--- src/rtl/jk_reg_bank_pkg.sv ---
// Shared mode encoding and JK next-state helper for the jk_reg_bank family.
package jk_pkg;

  typedef logic [1:0] jk_mode_t;

  localparam jk_mode_t JK_MODE_JK   = 2'b00;
  localparam jk_mode_t JK_MODE_D    = 2'b01;
  localparam jk_mode_t JK_MODE_T    = 2'b10;
  localparam jk_mode_t JK_MODE_HOLD = 2'b11;

  // Classic JK characteristic: hold, reset, set, toggle.
  function automatic logic jk_next(input logic q, input logic j, input logic k);
    return (j & ~q) | (~k & q);
  endfunction

endpackage

--- src/rtl/jk_reg_bank_cell.sv ---
// Purely combinational next-state function of one JK cell (no storage here).
module jk_cell
  import jk_pkg::*;
(
  input  logic     i_q,
  input  logic     i_j,
  input  logic     i_k,
  input  jk_mode_t i_mode,
  input  logic     i_en,
  output logic     o_q_next
);

  always_comb begin
    o_q_next = i_q;
    if (i_en) begin
      case (i_mode)
        JK_MODE_JK: o_q_next = jk_next(i_q, i_j, i_k);
        JK_MODE_D:  o_q_next = i_j;
        JK_MODE_T:  o_q_next = i_q ^ i_j;
        default:    o_q_next = i_q;
      endcase
    end
  end

endmodule

--- src/rtl/jk_reg_bank.sv ---
// WIDTH-bit bank of JK cells with enable, JK/D/T/hold mode, parallel load and
// synchronous active-low clear. JK_TOGGLE_CNT_EN adds chg / tgl_cnt outputs.
module jk_reg_bank
  import jk_pkg::*;
#(
  parameter int               WIDTH     = 8,
  parameter logic [WIDTH-1:0] RESET_VAL = {WIDTH{1'b0}}
`ifdef JK_TOGGLE_CNT_EN
  ,
  parameter int               CNT_W     = 8
`endif
) (
  input  logic             clk,
  input  logic             clear_n,
  input  logic             en,
  input  jk_mode_t         mode,
  input  logic             load,
  input  logic [WIDTH-1:0] load_val,
  input  logic [WIDTH-1:0] j,
  input  logic [WIDTH-1:0] k,
  output logic [WIDTH-1:0] q,
  output logic [WIDTH-1:0] qbar
`ifdef JK_TOGGLE_CNT_EN
  ,
  output logic [WIDTH-1:0] chg,
  output logic [CNT_W-1:0] tgl_cnt
`endif
);

  logic [WIDTH-1:0] r_q;
  logic [WIDTH-1:0] w_cell_next;
  logic [WIDTH-1:0] w_q_next;

  for (genvar gi = 0; gi < WIDTH; gi++) begin : g_cell
    jk_cell u_cell (
      .i_q      (r_q[gi]),
      .i_j      (j[gi]),
      .i_k      (k[gi]),
      .i_mode   (mode),
      .i_en     (en),
      .o_q_next (w_cell_next[gi])
    );
  end

  // Load beats the cell update; clear beats both and is handled in the flop.
  assign w_q_next = load ? load_val : w_cell_next;

  always_ff @(posedge clk) begin
    if (!clear_n) begin
      r_q <= RESET_VAL;
    end else begin
      r_q <= w_q_next;
    end
  end

  assign q    = r_q;
  assign qbar = ~r_q;

`ifdef JK_TOGGLE_CNT_EN
  logic [WIDTH-1:0] r_chg;
  logic [CNT_W-1:0] r_tgl_cnt;
  logic [WIDTH-1:0] w_diff;

  assign w_diff = r_q ^ w_q_next;

  // Reset edges neither pulse chg nor count, even if q moves to RESET_VAL.
  always_ff @(posedge clk) begin
    if (!clear_n) begin
      r_chg     <= '0;
      r_tgl_cnt <= '0;
    end else begin
      r_chg <= w_diff;
      if ((|w_diff) && (r_tgl_cnt != {CNT_W{1'b1}})) begin
        r_tgl_cnt <= r_tgl_cnt + 1'b1;
      end
    end
  end

  assign chg     = r_chg;
  assign tgl_cnt = r_tgl_cnt;
`endif

endmodule

--- config.mk ---
export PLATFORM = sky130hd
export DESIGN_NAME = jk_reg_bank
export DESIGN_NICKNAME = d
export VERILOG_FILES = /design/src/rtl/jk_reg_bank_pkg.sv /design/src/rtl/jk_reg_bank_cell.sv /design/src/rtl/jk_reg_bank.sv
export SDC_FILE = /design/constraint.sdc
export NUM_CORES = 1
export LEC_CHECK = 0
export BUFFER_PORTS_ARGS = -buffer_cell sky130_fd_sc_hd__clkbuf_2
export CAP_MARGIN = 15
export CORE_MARGIN = 2
export CORE_UTILIZATION = 43
export DETAILED_ROUTE_END_ITERATION = 12
export GPL_TIMING_DRIVEN = 0
export PLACE_DENSITY = 0.91
export SYNTH_ARGS = -nofsm -noshare
export SYNTH_HDL_FRONTEND = slang
export SYNTH_HIERARCHICAL = 1
export SYNTH_SLANG_ARGS = --single-unit
--- constraint.sdc ---
create_clock -name clk -period 1.6 [get_ports clk]
set_clock_uncertainty 0.15 [all_clocks]
set_input_delay 0.32 -clock clk [delete_from_list [all_inputs] [get_ports clk]]
set_output_delay 0.32 -clock clk [all_outputs]
set_load 0.01 [all_outputs]
==> impl.org <==
** Clock network
- The clock net in this run drives a total of 8 sinks.
- TritonCTS built the clock tree.
- For the worst-skew pair, the clock arrives at the later sink with an insertion delay of around 0.25 ns.
- In this run, post-CTS hold repair placed 0 buffers.
- Clock Root Buffer :: sky130_fd_sc_hd__clkbuf_4
- In this run the deepest clock path goes through 2 buffers.
- CTS built an H-tree with a depth of 1.
- After clock tree synthesis, the clock-pin slew on the worst setup and hold paths is 0.06 ns.
- Post-CTS Repair Setup Buffers :: 0
- Once the clock tree was built, the resizer swapped 0 gates to a different size.
- TritonCTS created 3 clock buffers.

** Setup path
- In this run the worst path has a maximum fanout of 32.
- Worst-case register-to-register setup slack :: 0.46 ns
- Endpoint type of the worst setup path :: flop
- Cell count of the worst reg-to-reg path :: 5
- Kind of cell adding the most delay to the critical path :: compound AO/OA/AOI/OAI gates
- Data required time of the critical path :: 1.64 ns
- The setup path with the least slack is of type input pin to flop.
- CP Buf/Inv Count :: 1
- The slowest stage of the critical path is the sky130_fd_sc_hd__o31ai_1 cell.
- Stages on the worst setup path :: 6
- Worst setup SP type :: input pin
- Data on the critical path arrives at its endpoint at roughly 1.4 ns.
- The critical path goes through clkbuf_2 -> o31ai_1 -> a21oi_1 -> o21ai_1 -> mux2i_1 -> nor2b_1.
- For this run, the slowest stage of the critical path takes 0.36 ns.

** Synthesis
- Synthesis produced a netlist with a net count of 119.
- Post-synthesis cell area :: 652 sq um
- Yosys printed 6 warnings.
- Synthesis produced 89 cells.
- The netlist uses 11 different library cells.
- The biggest area contributor in the post-synthesis netlist is sky130_fd_sc_hd__dfxtp_1.
- Yosys top cell area share :: between 20% and 30%
- Sequential element share of the synthesized area :: 24.6%
- In this run, synthesis produced a sequential element count of 8.
- A synthesized cell averages 7.32 sq um.
- Top cells by area, synth :: sky130_fd_sc_hd__dfxtp_1 25%, sky130_fd_sc_hd__mux2i_1 12%, sky130_fd_sc_hd__o2111ai_1 11%

** Place
- Detailed placement finished with a half-perimeter wire length of 1300 um.
- Prior to clock tree synthesis, the placed netlist has a worst setup slack of -0.0326 ns.
- Counting tap cells, the placed design contains a total of 149 instances.
- Once placement finished, the instance area stood at slightly below 900 sq um.
- Buffers added on ports :: 44
- Global placer's final weighted congestion :: between 0.7 and 0.8

** Finish
- Post-route standard cell area excluding fillers :: 915 sq um
- The repair_antennas step left the layout with diodes totalling 0.
- Layout-stage area growth over the synthesis result :: 40.3%
- Layout cells sized above 1 :: a little over a third
- Final cell count without fillers :: between 150 and 200
- Number of fill cells in the layout :: 134
- The net count of the finished layout is between 150 and 200.
- Flip-flop count of the largest register, all copies and words added :: 8

** Pwr
- The analysis attributes to cell leakage a power of 0.451 nW.
- Overall Power :: 0.585 mW
- Maximum vdd drop :: ~350 uV
- Power density normalized to cell area :: 640 nW/um^2

** Timing
- Min Clock Period, post-route :: 1.38 ns
- Setup repair after global routing left no endpoint under its margin.
- The final count of hold timing violations is 0.
- Setup slack closes at 0.222 ns.
- Fmax achieved :: 0.726 GHz
- The final max-slew violation count was 0.
- Hold is met by between 0.15 and 0.2 ns.
- Setup violations remaining at the end of the flow were counted as 0.
- Slew @ Worst Pin :: 0.544 ns
- The final critical path takes up 86.1% of the cycle.
- Measured against its own limit, the worst slew margin works out to 63.8%.

** Floorplan
- After floorplanning, the core was sized to cover 1450 sq um.
- Width of the chip :: 42.9 um
- Die footprint :: 1840 sq um
- The initialized floorplan defines 14 standard-cell rows.
- Number of top-level pins :: 46
- For this configuration, the core starts out at a cell density of 44.8%.
- Die height :: between 40 and 50 um

** Route
- After detailed routing, the average wire length per cell comes to 12.2 um.
- After detailed routing, the number of vias per cell comes to 5.37.
- After the first detailed-routing iteration, the DRC count stood at 17.
- Wires add up to 1850 um.
- Number of DRC violations after detailed routing :: 0
- Router iterations before antenna repair :: 4
- Once detail routing completed, the nets flagged for antenna violations numbered 0.
- Detailed routing inserted a total of 816 vias.

** GRT
- Total congestion overflow after global routing :: 0
- The via count of the first global-routing pass is 734.
- The first global-routing pass estimated 2950 um of wire.
- Maximum number of pins on one net before global-route repair :: 33
- Antenna violations before repair :: 0
- Global routing used around a fifth of the available tracks.

** Min path
- Hold Crit Depth :: 3
- The path class of the tightest hold or removal check is input pin to flop.

** Outcome
- Run status :: finished clean

** Flow run
- Maximum capacitance violations :: 0
## cell type report
cell class,instances,area (sq um),share of cell area (%)
buffer,1,11.3,1.23
clock buffer,3,22.5,2.46
inverter,16,60.1,6.57
multi-input combinational,64,420,46.0
sequential,8,160,17.5
tap,16,20.0,2.19
timing repair buffer,44,220,24.1
## synth_stat cells
| cell type | number |
|---|---|
| sky130_fd_sc_hd__mux2i_1 | 8 |
| sky130_fd_sc_hd__nand2b_1 | 8 |
| sky130_fd_sc_hd__a21oi_1 | 8 |
| sky130_fd_sc_hd__dfxtp_1 | 8 |
| sky130_fd_sc_hd__o2111ai_1 | 8 |
| sky130_fd_sc_hd__nand2_1 | 8 |
| sky130_fd_sc_hd__inv_1 | 16 |
| sky130_fd_sc_hd__o21ai_1 | 8 |
| sky130_fd_sc_hd__nor2b_1 | 8 |
| sky130_fd_sc_hd__o31ai_1 | 8 |
| sky130_fd_sc_hd__buf_6 | 1 |
## per-layer routing
metal | GRT usage, % | up-vias | part of all wire [%]
met5 | 0 | - | 0
met4 | 12.1 | 0 | 1.5
met3 | 7.23 | 4 | 7.0
met2 | 37.3 | 33 | 49
met1 | 21.4 | 368 | 43
li1 | - | 411 | -
## per-stage QoR
stage	TNS (ns)	util, %
2_1_floorplan	0	-
3_3_place_gp	0	61.4
3_5_place_dp	-0.0327	61.4
4_1_cts	0	62.9
5_1_grt	0	62.9
6_report	0	62.9
## worst min-delay path: stages
cell	delay, ns
sky130_fd_sc_hd__clkbuf_2	0.07
sky130_fd_sc_hd__mux2i_1	0.05
sky130_fd_sc_hd__nor2b_1	0.09
## final timing paths
| check | start | endpoint |
|---|---|---|
| min | load_val[2] | q[2] |
| min reg2reg | q[2] | q[2] |
| max | mode[0] | q[1] |
| max reg2reg | q[5] | q[5] |
## where the power goes
| part | total, mW | switching (mW) | leakage [nW] | internal (mW) |
|---|---|---|---|---|
| registers | 0.225 | 0.0107 | 0.0663 | 0.215 |
| clock network | 0.160 | 0.0735 | 0.0138 | 0.0862 |
| logic | 0.200 | 0.108 | 0.371 | 0.0923 |
| total | 0.585 | 0.192 | 0.451 | 0.393 |
## cells in the final DEF, fill, tap and decap left out
master,n
sky130_fd_sc_hd__dfxtp_1,8
sky130_fd_sc_hd__clkbuf_4,3
sky130_fd_sc_hd__a21oi_1,8
sky130_fd_sc_hd__nand2_1,8
sky130_fd_sc_hd__o31ai_1,8
sky130_fd_sc_hd__mux2i_1,8
sky130_fd_sc_hd__o2111ai_1,8
sky130_fd_sc_hd__clkbuf_2,44
sky130_fd_sc_hd__buf_6,1
sky130_fd_sc_hd__o21ai_1,8
sky130_fd_sc_hd__nand2b_1,8
sky130_fd_sc_hd__inv_1,16
sky130_fd_sc_hd__nor2b_1,8
## cells by family after synthesis
family,share of synthesized area [%]
buffers and inverters,10.9
flip-flops,24.6
multiplexers,12.3
AND/OR/NAND/NOR,20.0
AO/OA/AOI/OAI,32.2
Note: power is estimated with default switching activity, not from simulation.
